`config.mk`:
```
export PLATFORM = sky130hd
export DESIGN_NAME = rf_wb_scheduler
export DESIGN_NICKNAME = d
export VERILOG_FILES = /design/src/rtl/rf_pkg.sv /design/src/rtl/rr_arbiter.sv /design/src/rtl/rf_wb_scheduler.sv
export SDC_FILE = /design/constraint.sdc
export NUM_CORES = 1
export LEC_CHECK = 0
export ABC_CLOCK_PERIOD_IN_PS = 4470
export CORE_MARGIN = 8
export CORE_UTILIZATION = 43
export DETAILED_ROUTE_END_ITERATION = 10
export PLACE_DENSITY = 0.82
export SYNTH_ARGS = -nofsm -noshare
export SYNTH_HDL_FRONTEND = slang
export SYNTH_SLANG_ARGS = --single-unit
export TNS_END_PERCENT = 50
```
`constraint.sdc`:
```
create_clock -name clk -period 4.47 [get_ports clk]
set_clock_uncertainty 0.15 [all_clocks]
set_input_delay 0.894 -clock clk [delete_from_list [all_inputs] [get_ports clk]]
set_output_delay 0.894 -clock clk [all_outputs]
set_load 0.05 [all_outputs]
```
`src/rtl/rf_pkg.sv`:
```
// Shared register-file types for the writeback scheduler.
// Provides XLEN, the architectural register count and the index/data types.
package rf_pkg;

  localparam int XLEN          = 32;
  localparam int NUM_ARCH_REGS = 32;

  typedef logic [4:0]      reg_idx_t;
  typedef logic [XLEN-1:0] xdata_t;

endpackage

```
`src/rtl/rr_arbiter.sv`:
```
// Combinational round-robin arbiter: search starts at ptr, ascending, wraps.
// Ports: req[N] in, ptr in, gnt[N] one-hot or zero out, gnt_idx out.
module rr_arbiter #(
  parameter int N  = 3,
  parameter int PW = (N > 1) ? $clog2(N) : 1
) (
  input  logic [N-1:0]  req,
  input  logic [PW-1:0] ptr,
  output logic [N-1:0]  gnt,
  output logic [PW-1:0] gnt_idx
);

  int   idx;
  logic found;

  always_comb begin
    gnt     = '0;
    gnt_idx = '0;
    found   = 1'b0;
    idx     = 0;
    for (int k = 0; k < N; k++) begin
      idx = int'(ptr) + k;
      if (idx >= N) idx = idx - N;
      if (!found && req[idx]) begin
        found    = 1'b1;
        gnt[idx] = 1'b1;
        gnt_idx  = PW'(idx);
      end
    end
  end

endmodule

```
`src/rtl/rf_wb_scheduler.sv`:
```
// Shares the reg-file write port between writeback units and keeps the
// pending-write scoreboard that stalls issue on RAW/WAW hazards.
// Ports: wb_* requester side, iss_* issue side, rd_* registered write port,
// pending scoreboard, sb_err sticky commit-without-pending error.
module rf_wb_scheduler
  import rf_pkg::*;
#(
  parameter int NUM_SRC = 3,
  parameter int XLEN    = rf_pkg::XLEN
) (
  input  logic                    clk,
  input  logic                    rst,
  input  logic [NUM_SRC-1:0]      wb_valid,
  output logic [NUM_SRC-1:0]      wb_ready,
  input  logic [NUM_SRC*5-1:0]    wb_rd_addr,
  input  logic [NUM_SRC*XLEN-1:0] wb_rd_data,
  input  logic                    iss_valid,
  input  logic                    iss_rd_we,
  input  logic [4:0]              iss_rd_addr,
  input  logic                    iss_rs1_used,
  input  logic [4:0]              iss_rs1_addr,
  input  logic                    iss_rs2_used,
  input  logic [4:0]              iss_rs2_addr,
  output logic                    iss_stall,
  output logic                    rd_wr_en,
  output logic [4:0]              rd_addr,
  output logic [XLEN-1:0]         rd_data,
  output logic [31:0]             pending,
  output logic                    sb_err
);

  localparam int PW = (NUM_SRC > 1) ? $clog2(NUM_SRC) : 1;

  logic [PW-1:0]      rr_ptr;
  logic [PW-1:0]      gnt_idx;
  logic [PW-1:0]      ptr_nxt;
  logic [NUM_SRC-1:0] req;
  logic [NUM_SRC-1:0] gnt;
  logic               hs;
  reg_idx_t           sel_addr;
  logic [XLEN-1:0]    sel_data;
  logic               sb_set;
  logic               sb_clr;
  logic [31:0]        pend_nxt;

  // No grants while in reset so nothing is consumed and dropped.
  assign req = wb_valid & {NUM_SRC{~rst}};

  rr_arbiter #(
    .N  (NUM_SRC),
    .PW (PW)
  ) u_arb (
    .req     (req),
    .ptr     (rr_ptr),
    .gnt     (gnt),
    .gnt_idx (gnt_idx)
  );

  assign wb_ready = gnt;
  assign hs       = |gnt;

  always_comb begin
    sel_addr = '0;
    sel_data = '0;
    for (int i = 0; i < NUM_SRC; i++) begin
      if (gnt[i]) begin
        sel_addr = wb_rd_addr[i*5 +: 5];
        sel_data = wb_rd_data[i*XLEN +: XLEN];
      end
    end
  end

  always_comb begin
    ptr_nxt = gnt_idx + PW'(1);
    if (gnt_idx == PW'(NUM_SRC - 1)) ptr_nxt = '0;
  end

  // pending[0] is held at 0, so x0 never stalls.
  assign iss_stall = iss_valid &
    ((iss_rs1_used & pending[iss_rs1_addr]) |
     (iss_rs2_used & pending[iss_rs2_addr]) |
     (iss_rd_we    & pending[iss_rd_addr]));

  assign sb_set = iss_valid & ~iss_stall & iss_rd_we &
                  (iss_rd_addr != 5'd0);
  assign sb_clr = rd_wr_en & (rd_addr != 5'd0);

  always_comb begin
    pend_nxt = pending;
    if (sb_clr) pend_nxt[rd_addr] = 1'b0;
    if (sb_set) pend_nxt[iss_rd_addr] = 1'b1;
    pend_nxt[0] = 1'b0;
  end

  always_ff @(posedge clk) begin
    if (rst) begin
      rd_wr_en <= 1'b0;
      rd_addr  <= '0;
      rd_data  <= '0;
      pending  <= '0;
      rr_ptr   <= '0;
      sb_err   <= 1'b0;
    end else begin
      rd_wr_en <= hs & (sel_addr != 5'd0);
      if (hs) begin
        rd_addr <= sel_addr;
        rd_data <= sel_data;
        rr_ptr  <= ptr_nxt;
      end
      pending <= pend_nxt;
      if (sb_clr && !pending[rd_addr]) sb_err <= 1'b1;
    end
  end

endmodule

```
==> metrics.yaml, run 1 <==
min_path:
  holdPathStages: 1
  hold_start: "sb_err"
  hold_path_class: "reg -> reg"
  hold_end: "sb_err"
setup_path:
  reg2reg_to: "rd_data[15]"
  cp.required_ps: 3430
  cp.arrival_ps: 3160
  worstSetupPathType: "in -> out"
  rr_startpoint: "rr_ptr[0]"
  end_kind: "output port"
  r2r_cells: 11
  path_max_fanout: 9
  worst-r2r-setup-slack_ps: 1060
  critPathLaunchType: "input pin"
power:
  power.leakage_nw: 2.568
  ir_drop_mv: 0.3666
  p_per_area_mw_per_mm2: 472.9
flow_run:
  cap_violations: 0
synth:
  synth.avg_cell_area_um2: 8.611
  synth.net_count: 689
  async_flop_share_pct: 0
  netlist_top_cells_count: "nand2_1 (96), dfxtp_1 (72), o211ai_1 (32)"
  synthMostInstantiatedCell: "nand2_1"
  synth_ff_type: "dfxtp_1"
  ys_seq_elements: 72
  synthTopCellsByArea: "dfxtp_1 (30%), nand2_1 (7.6%), mux4_2 (7.1%), o211ai_1 (5.1%), a22oi_1 (4.3%)"
  synth_top_area_share_pct: 30.44
  synth_warnings: 0
  synth_edf_count: 0
  ys_seq_area_share_pct: 30.44
  mappedNetlistArea_mm2: 0.004736
  yosysUniqueCellTypes: 61
  postSynthCellCount: 550
  synth_top_area_cell: "dfxtp_1"
placement:
  gp_congestion: 1.005
  port_buffers: 208
  dp_hpwl_mm: 15.01
  place_ws_ps: 48.54
clock_tree:
  clock_latency_ps: 350
  clkTransAtPathRegs_ps: 80
  clkSinkCount: 72
  ctsHtreeMaxLevel: 3
  tritoncts: "built"
  clock-root-buffer: "clkbuf_8"
  cts_made_buffers: 9
  cts.path.max_buffers: 2
die:
  dieArea_mm2: 0.01463
  io_pins: 210
  row_count: 38
  coreArea_mm2: 0.01079
  die_y_um: 120.9
  initial_utilization_pct: 43.88
  dieWidth_um: 120.9
grt:
  grt_usage_pct: 25.73
  grt_start_max_net_pins: 64
  antenna_found_initial: 0
  overflow: 0
  grt_pass1_vias: 5606
  grt_pass1_wl_mm: 30.01
timing:
  min_period_over_period_pct: 94.04
  worst_slew_pin_slew_ps: 849.9
  finalCriticalPeriod_ps: 4203
  rsz0062_at_grt: "no"
  final.setup.tns_ps: 0
  slew_headroom_pct: 43.26
  setup_ws_ps: 266.6
  report.final.slew_viol_count: 0
  fmax_mhz: 237.9
  hold_viol: 0
  setup_viol: 0
detailed_routing:
  wl_per_cell_um: 21.87
  antenna_left: 0
  viasPerCell: 6.073
  wirelength_mm: 19.40
  vias: 5387
  drt_iter0_drc: 437
  drtPass1Iterations: 5
  drc: 0
layout:
  utilization_pct: 66.81
  nNetsFinal: 880
  syn2layout_area_growth_pct: 52.26
  drive_gt1_share_pct: 9.651
  fillers: 849
outcome:
  status: "finished, final reports clean"
-- state kept, by name (all words and copies together) (netlist names) --
name and flops:
rd_wr_en 1, pending 31, rr_ptr 2, rd_addr 5
sb_err 1, rd_data 32
-- what timing repair did --
| item | 4_1_cts | 5_1_grt |
|---|---|---|
| setup endpoints to repair | 0 | 1 |
| setup buffers | 0 | 0 |
| resized for setup | 0 | 1 |
| hold buffers | 0 | 0 |
-- report_power, final --
part           internal, W  leakage (nW)  switching [W]  total (W)
registers         0.000795         0.591       0.000171   0.000966
logic             0.000683          1.85        0.00111    0.00179
clock network     0.000401         0.126       0.000253   0.000654
-- final cells by class --
type	instances	area, µm²	share of cell area (%)
Sequential cell	72	1441	19.99
Clock buffer	11	151.4	2.100
Clock inverter	5	102.6	1.423
Tap cell	140	175.2	2.429
Timing Repair Buffer	222	2217	30.75
Multi-Input combinational cell	429	3094	42.91
Antenna cell	1	2.502	0.03470
Inverter	7	26.28	0.3644
-- kinds of logic (layout without fill, tap and decap cells) --
logic type / count (synthesis) / after routing / synth area share, %
buf+inv: 49 / 245 / 4.359
fa+ha+maj: 4 / 4 / 1.057
simple gates: 205 / 205 / 22.56
other cells: 1 / 2 / 0.07918
mux: 46 / 46 / 16.30
compound gates: 173 / 173 / 25.20
flops: 72 / 72 / 30.44
-- worst max-delay path: stages --
cell and delay (ps):
clkdlybuf4s50_1 650, mux4_1 340, mux4_2 470, a211o_1 340, a22oi_4 150, a21boi_0 110, buf_4 200
-- how the worst max path moves through the flow --
| stage | endpoint | from | slack [ps] | depth (start not counted) |
|---|---|---|---|---|
| 4_1_cts | iss_stall | iss_rs2_addr[0] | 40 | 7 |
| 6_report | iss_stall | iss_rs2_addr[1] | 270 | 7 |
| 2_1_floorplan | iss_stall | iss_rd_addr[1] | 70 | 8 |
| 5_1_grt | iss_stall | iss_rs2_addr[1] | 120 | 7 |
| 3_5_place_dp | iss_stall | iss_rs2_addr[0] | 50 | 7 |
| 3_3_place_gp | iss_stall | iss_rs2_addr[0] | 90 | 7 |
-- layer usage --
metal | GRT usage, % | up-vias | part of all wire [%]
met5 | 0 | - | 0
met4 | 11.63 | 0 | 3.0
met3 | 8.050 | 48 | 12
met2 | 42.83 | 354 | 48
met1 | 29.66 | 2538 | 37
li1 | - | 2447 | -
-- per-stage QoR --
stage	hold WS (ps)	power, W	cells	area (µm²)
floorplan	305.3	0.002092	550	4736
global placement	304.0	0.002712	870	6952
detailed placement	312.4	0.002751	870	6952
CTS	336.0	0.003407	886	7206
global route	359.7	0.003569	886	7208
finish	332.6	0.003410	887	7211
-- placed cells by master (no fill, tap or decap), types with 16 or more instances in the layout --
cell type / n
nor2b_1: 27
o211ai_1: 32
o21ai_1: 28
clkdlybuf4s50_1: 203
a21oi_1: 18
o21ai_0: 21
nand3b_1: 18
dfxtp_1: 72
nand2_1: 96
a22oi_1: 27
mux2i_1: 16
(Power assumes the default switching activity.)
==> run 2, diff against run 1 <==
--- a/config.mk
+++ b/config.mk
@@ -6,11 +6,10 @@
 export NUM_CORES = 1
 export LEC_CHECK = 0
 export ABC_CLOCK_PERIOD_IN_PS = 4470
-export CORE_MARGIN = 8
 export CORE_UTILIZATION = 43
+export CTS_CLUSTER_SIZE = 16
 export DETAILED_ROUTE_END_ITERATION = 10
 export PLACE_DENSITY = 0.82
 export SYNTH_ARGS = -nofsm -noshare
 export SYNTH_HDL_FRONTEND = slang
 export SYNTH_SLANG_ARGS = --single-unit
-export TNS_END_PERCENT = 50
==> metrics.yaml, run 2 (synthesis results as in run 1) <==
outcome:
  status: "finished, final reports clean"
layout:
  syn2layout_area_growth_pct: 51.81
  fillers: 815
  antenna_cells: 0
  top_regs: "rd_data x32, pending x31, rd_addr x5"
  nNetsFinal: 880
  layout.cells.non_filler: 882
  layout_commonest_cell: "clkdlybuf4s50_1"
  largest_reg_flops: 32
  final_cell_mix: "clkdlybuf4s50_1 (203), nand2_1 (96), dfxtp_1 (72), o211ai_1 (32), o21ai_1 (28)"
  regArea_mm2: 0.001441
  multi_input_area_mm2: 0.003094
  regMostFlops: "rd_data"
  drive_gt1_share_pct: 9.651
placement:
  dp.cells: 866
  port_buffers: 208
  dp_hpwl_mm: 13.18
  gp_congestion: 0.9910
detailed_routing:
  drtPass1Iterations: 5
  viasPerCell: 6.125
  drt_iter0_drc: 446
  vias: 5402
  wl_per_cell_um: 19.97
  antenna_left: 0
  wirelength_mm: 17.62
  drc: 0
die:
  row_count: 37
  initial_utilization_pct: 45.06
  io_pins: 210
  dieWidth_um: 106.9
  die_y_um: 106.9
  dieArea_mm2: 0.01144
  coreArea_mm2: 0.01051
setup_path:
  worstSetupPathType: "in -> out"
  end_kind: "output port"
  critPathLaunchType: "input pin"
  cp.required_ps: 3430
  path_max_fanout: 9
  cp.arrival_ps: 3190
clock_tree:
  ctsHtreeMaxLevel: 3
  cts.path.max_buffers: 2
  cts_setup_buffers: 0
  tritoncts: "built"
  cts_made_buffers: 9
  clkTransAtPathRegs_ps: 70
  clkSinkCount: 72
  clock-root-buffer: "clkbuf_8"
  clock_latency_ps: 350
timing:
  final.setup.tns_ps: 0
  fmax_mhz: 236.3
  report.final.slew_viol_count: 0
  hold_viol: 0
  min_period_over_period_pct: 94.66
  setup_viol: 0
  worst_slew_pin_slew_ps: 863.8
  fin_hold_ws_ps: 329.4
  rsz0062_at_grt: "no"
  finalCriticalPeriod_ps: 4231
  slew_headroom_pct: 41.97
grt:
  grt_pass1_wl_mm: 26.99
  grt_pass1_vias: 5234
  antenna_found_initial: 0
  overflow: 0
  grt_usage_pct: 30.81
  grt_start_max_net_pins: 64
power:
  totalPowerFinal_w: 0.003366
  p_per_area_mw_per_mm2: 468.2
  power.leakage_nw: 2.553
  ir_drop_mv: 0.4189
min_path:
  hold_path_class: "reg -> reg"
flow_run:
  cap_violations: 0
==> run 2: cell types whose count changed in the layout (fill, tap and decap cells not counted) <==
cell            change
diode_2             -1
dlymetal6s2s_1      -1
clkbuf_8            -2
dlygate4sd2_1       +1
clkinv_4            +2
==> run 2: power breakdown <==
part / total (W) / internal (W) / switching [W]
sequential: 0.000960 / 0.000795 / 0.000164
clock: 0.000633 / 0.000371 / 0.000262
combinational: 0.00177 / 0.000679 / 0.00109
total: 0.00337 / 0.00185 / 0.00152
==> run 2: path summary, 6_finish.rpt <==
kind	startpoint	end	slack, ps	cells past startpoint
worst max-delay path	iss_rs2_addr[1]	iss_stall	240	7
worst min register to register	sb_err	sb_err	330	1
worst min-delay path	sb_err	sb_err	330	1
worst max register to register	rr_ptr[0]	rd_data[0]	1000	10
==> run 2: layout make-up <==
class	instances	area share (%)
timing repair buffer	222	30.79
inverter	7	0.3655
tap	136	2.367
multi-input combinational	429	43.04
sequential	72	20.05
clock inverter	7	1.671
clock buffer	9	1.723
==> run 2: repair_timing <==
item	4_1_cts	5_1_grt
hold buffers	0	0
resized for setup	1	0
endpoints found under the setup margin	1	0
==> run 2: routing by layer <==
metal / part of all wire (%) / GRT usage [%] / vias to the layer above
li1: - / - / 2450
met1: 37 / 36.30 / 2521
met2: 48 / 51.75 / 368
met3: 11 / 7.842 / 63
met4: 4.3 / 15.66 / 0
met5: 0 / 0 / -
==> run 2: through the flow <==
step | util [%] | worst slack (ps) | area [µm²]
floorplan | - | 69.25 | 4736
global placement | 66.10 | 37.54 | 6947
detailed placement | 66.10 | -15.51 | 6947
CTS | 68.41 | 249.7 | 7189
global route | 68.41 | 175.5 | 7189
finish | 68.41 | 238.8 | 7189
==> run 2: critical path: stages <==
cell and delay [ps]:
clkdlybuf4s50_1 680, mux4_1 350, mux4_2 470, a211o_1 340, a22oi_4 140, a21boi_0 110
buf_4 200
==> edit 1: new RTL, flow settings as in run 2 <==
The package constant `XLEN` goes from 32 to 16.
--- a/src/rtl/rf_pkg.sv
+++ b/src/rtl/rf_pkg.sv
@@ -2,7 +2,7 @@
 // Provides XLEN, the architectural register count and the index/data types.
 package rf_pkg;
 
-  localparam int XLEN          = 32;
+  localparam int XLEN          = 16;
   localparam int NUM_ARCH_REGS = 32;
 
   typedef logic [4:0]      reg_idx_t;
Interface: changed (resized rd_data and wb_rd_data); port bits go from 210 to 146. No check against the original RTL was run, so the function may have changed too.
==> edit 1 against run 2 <==
Core utilization fell by 8.2 points; final area decreased by 13%; synthesized area fell by 3.1%; power is 19% lower; sequential cell count fell by 16; critical path depth up 1; wire length is 17% lower; worst setup slack got worse by 0.18 ns; die area down 3.0%; global-route usage decreased by 3.8 points; critical path type unchanged; critical endpoint unchanged; largest cell class unchanged.
==> edit 1: results <==
[route]
drt_wl_total_um = 14700
dr.pass1.iters = 5
met3_length_um = 1620
m1WireLength_um = 5420
wl_met2_um = 7150
vias = 4510
drt_iter0_markers = 302
highest_layer = "met4"

[clock_tree]
path_clk_slew_ns = 0.09
worstSkewPairLatency_ns = 0.33
htree_num_levels = 2
cts_buffers = 5
cts_root_buf = "clkbuf_8"

[timing]
tightestPinTransition_ns = 0.927
timing.final.crit_share_pct = 98.6

[place]
place.gp.congestion = 0.939
portBuffers = 144
post-place-ws_ns = 0.0710
hpwl_um = 10800
dpl_cell_area_sq_um = 6140

[critical_path]
reg2reg_depth = 11
endpoint = "iss_stall"
r2r-start = "rr_ptr[0]$_SDFFE_PP0P_"
crit_start = "iss_rd_addr[0]"
r2r_slack_ns = 0.75
crit_arrival_ns = 3.36
cp_max_fo = 12
reg2reg_to = "rd_data[4]$_SDFFE_PP0P_"

[synthesis]
yosys-top-cells-area = "dfxtp_1, mux4_2, o31ai_4"
ys_types = 57
synth_nets = 567
yosysSeqAreaShare_pct = 24.4
synth_common_cells = "nand2_1, dfxtp_1, clkbuf_1, mux4_2, o31ai_4"
yosysWarningCount = 0
ys_async_sr_fraction_pct = 0

[global_route]
grt_usage_pct = 27.0
antenna_found_initial = 0
grt_max_degree = 38
grt_pass1_wl_um = 23600
grt_pass1_vias = 4578
overflow = 0

[power_and_ir_drop]
irDropWorstVdd_mv = 0.354
p_leak_nw = 2.13

[run_status]
status = "finished clean"

[finish]
fin_nets = 687
top_regs = "pending (31), rd_data (16), rd_addr (5)"
diodes = 0
drive_gt1_share_pct = 16.3
n_fill_cell = 907

[worst_hold_path]
min_path_type = "flip-flop to flip-flop"
[edit 1: worst min path at each step]
stage | from | end | slack (ns) | cells after the start
floorplan | rr_ptr[1]$_SDFFE_PP0P_ | rr_ptr[1]$_SDFFE_PP0P_ | 0.37 | 2
global placement | sb_err$_SDFFE_PP0P_ | sb_err$_SDFFE_PP0P_ | 0.31 | 2
detailed placement | sb_err$_SDFFE_PP0P_ | sb_err$_SDFFE_PP0P_ | 0.31 | 2
CTS | sb_err$_SDFFE_PP0P_ | sb_err$_SDFFE_PP0P_ | 0.33 | 2
global route | sb_err$_SDFFE_PP0P_ | sb_err$_SDFFE_PP0P_ | 0.36 | 2
finish | sb_err$_SDFFE_PP0P_ | sb_err$_SDFFE_PP0P_ | 0.32 | 2
[edit 1: cells by family (layout without fill, tap and decap cells)]
logic type	Yosys count	after routing	synth area share [%]
mux	47	47	20.1
compound gates	117	117	26.6
simple gates	191	191	21.2
other cells	1	1	0.0817
buf+inv	60	180	6.49
flops	56	56	24.4
fa+ha+maj	4	4	1.09
[edit 1: routing by layer]
metal	GRT usage, %	up-vias
met5	0	-
met2	44.9	290
met1	32.6	2140
met3	7.98	50
met4	10.9	0
li1	-	2030
[edit 1: critical path, stage by stage]
cell             delay, ns
clkdlybuf4s50_1       0.52
buf_12                0.15
mux4_1                0.54
mux4_2                0.48
mux2_4                0.28
and2_1                0.16
o21a_1                0.16
buf_4                 0.18
[edit 1: power breakdown]
| part | internal [mW] | switching [mW] | total [mW] | leakage (nW) |
|---|---|---|---|---|
| Combinational | 0.672 | 1.01 | 1.68 | 1.63 |
| Sequential | 0.610 | 0.161 | 0.771 | 0.459 |
| Clock | 0.107 | 0.175 | 0.282 | 0.0400 |
| Total | 1.39 | 1.35 | 2.74 | 2.13 |
[edit 1: what timing repair did]
item,in CTS,in global routing
setup endpoints to repair,0,1
resized for setup,0,1
setup buffers,0,0
[edit 1: metrics by stage]
| step | util, % | instances |
|---|---|---|
| after floorplan | - | 476 |
| after global routing | 60.2 | 732 |
| final | 60.2 | 732 |
| after detailed placement | 59.4 | 725 |
| after CTS | 60.2 | 732 |
| after global placement | 59.4 | 725 |
[edit 1: area by class of cell]
cell class	count	area, sq um	share of cell area (%)
well taps	136	170	2.74
multi-input cells	360	3200	51.4
repair buffers	159	1600	25.7
inverters	14	52.6	0.845
clock inverters	2	12.5	0.201
clock buffers	5	68.8	1.11
flip-flops and latches	56	1120	18.0
==> edit 2: new RTL, settings of run 2 <==
Without the edit above. Make the reset (`rst`) asynchronous in one clocked block.
--- a/src/rtl/rf_wb_scheduler.sv
+++ b/src/rtl/rf_wb_scheduler.sv
@@ -92,7 +92,7 @@
     pend_nxt[0] = 1'b0;
   end
 
-  always_ff @(posedge clk) begin
+  always_ff @(posedge clk or posedge rst) begin
     if (rst) begin
       rd_wr_en <= 1'b0;
       rd_addr  <= '0;
Check against the original RTL: differs if rst is asserted again (counterexample within 4 cycles, from zero or initial values and one cycle with rst high); with rst held inactive, the same outputs for 4 cycles.
==> edit 2 against run 2 <==
Worst setup slack improved by 0.035 ns; sequential cell count unchanged; core utilization decreased by 0.75 points; final area decreased by 1.1%; register-to-register slack got worse by 0.11 ns; maximum frequency increased by 0.83%; synthesized cell count decreased by 20%; wire length decreased by 2.8%; synthesized area about the same; critical path type unchanged.
Power is not compared: it rests on default switching activity, and its combinational part moved more than twofold at a synthesized area within 25%.
==> edit 2: results <==
[run_status]
status = "finished clean"

[route]
drt_iter0_markers = 387
via_per_inst = 6.31
vias = 4904
drt_wl_total_um = 17100

[critical_path]
reg2reg_depth = 10
cp_max_fo = 7
r2r_slack_ns = 0.89
crit_start = "iss_rd_addr[0]"
crit_arrival_ns = 3.15
reg2reg_to = "rd_wr_en$_DFF_PP0_"

[global_route]
grt_pass1_vias = 5045
grt_usage_pct = 30.6
grt_pass1_wl_um = 26600

[synthesis]
synth_nets = 579
yosysSeqAreaShare_pct = 38.0
synth_most_common_cell = "o21ai_0"
yosys-top-cells-area = "dfrtp_1, mux4_2, a22oi_1"
synth_flop_cell = "dfrtp_1"
syn_inst = 440

[place]
dpl_cell_area_sq_um = 6940
post-place-ws_ns = 0.324
hpwl_um = 12900
dp.cells = 762
place.gp.congestion = 1.01

[timing]
tightestPinTransition_ns = 0.921
fin_crit_ns = 4.20

[finish]
n_fill_cell = 803
fin_nets = 776
drive_gt1_share_pct = 14.0

[worst_hold_path]
hold_depth = 2
[edit 2: cell types whose count changed after synthesis, moves of 15 or more]
cell | before | now
nand2_1 | 96 | 14
dfrtp_1 | 0 | 72
dfxtp_1 | 72 | 0
o21ai_0 | 21 | 80
a22oi_1 | 27 | 67
o211ai_1 | 32 | 1
nor2b_1 | 27 | 7
mux4_2 | 15 | 31
clkbuf_1 | 29 | 14
[edit 2: cells by family (layout without fill, tap and decap cells)]
kind of cell / Yosys count / count (layout) / share of synthesized area, %
AO/OA/AOI/OAI: 197 / 197 / 26.5
AND/OR/NAND/NOR: 75 / 75 / 11.3
flip-flops: 72 / 72 / 38.0
multiplexers: 51 / 51 / 19.0
buffers and inverters: 40 / 241 / 4.09
adder cells (fa/ha/maj): 4 / 4 / 1.06
other: 1 / 1 / 0.0791
[edit 2: layout make-up]
type / instances / area, sq um / area share (%)
inverter: 5 / 22.5 / 0.317
multi-input combinational: 328 / 2750 / 38.7
clock inverter: 5 / 33.8 / 0.475
clock buffer: 10 / 138 / 1.94
tap: 136 / 170 / 2.39
timing repair buffer: 221 / 2190 / 30.9
sequential: 72 / 1800 / 25.3
[edit 2: worst min-delay path by stage]
stage / from / endpoint / slack (ns)
after floorplan: rr_ptr[0]$_DFFE_PP0P_ / rr_ptr[0]$_DFFE_PP0P_ / 0.35
after global placement: rd_data[7]$_DFFE_PP0P_ / rd_data[7]$_DFFE_PP0P_ / 0.34
after detailed placement: rd_data[18]$_DFFE_PP0P_ / rd_data[18]$_DFFE_PP0P_ / 0.35
after CTS: rd_data[18]$_DFFE_PP0P_ / rd_data[18]$_DFFE_PP0P_ / 0.37
after global routing: rd_data[14]$_DFFE_PP0P_ / rd_data[14]$_DFFE_PP0P_ / 0.39
final: rd_data[0]$_DFFE_PP0P_ / rd_data[0]$_DFFE_PP0P_ / 0.36
[edit 2: critical path, stage by stage]
cell	delay (ns)
clkdlybuf4s50_1	0.67
buf_4	0.24
mux4_2	0.51
nand2b_1	0.10
o2111a_1	0.24
a21boi_0	0.11
o21a_1	0.23
buf_12	0.16
[edit 2: layer usage]
metal | wire (um) | vias up | GRT usage [%]
met5 | 0 | - | 0
met4 | 535 | 0 | 12.9
met3 | 1710 | 47 | 7.48
met2 | 8610 | 332 | 53.1
met1 | 6270 | 2387 | 36.0
li1 | - | 2138 | -
[edit 2: power by group]
group | switching, mW | internal, mW
combinational | 2.34 | 1.52
sequential | 0.510 | 0.983
clock | 0.240 | 0.212
total | 3.09 | 2.72
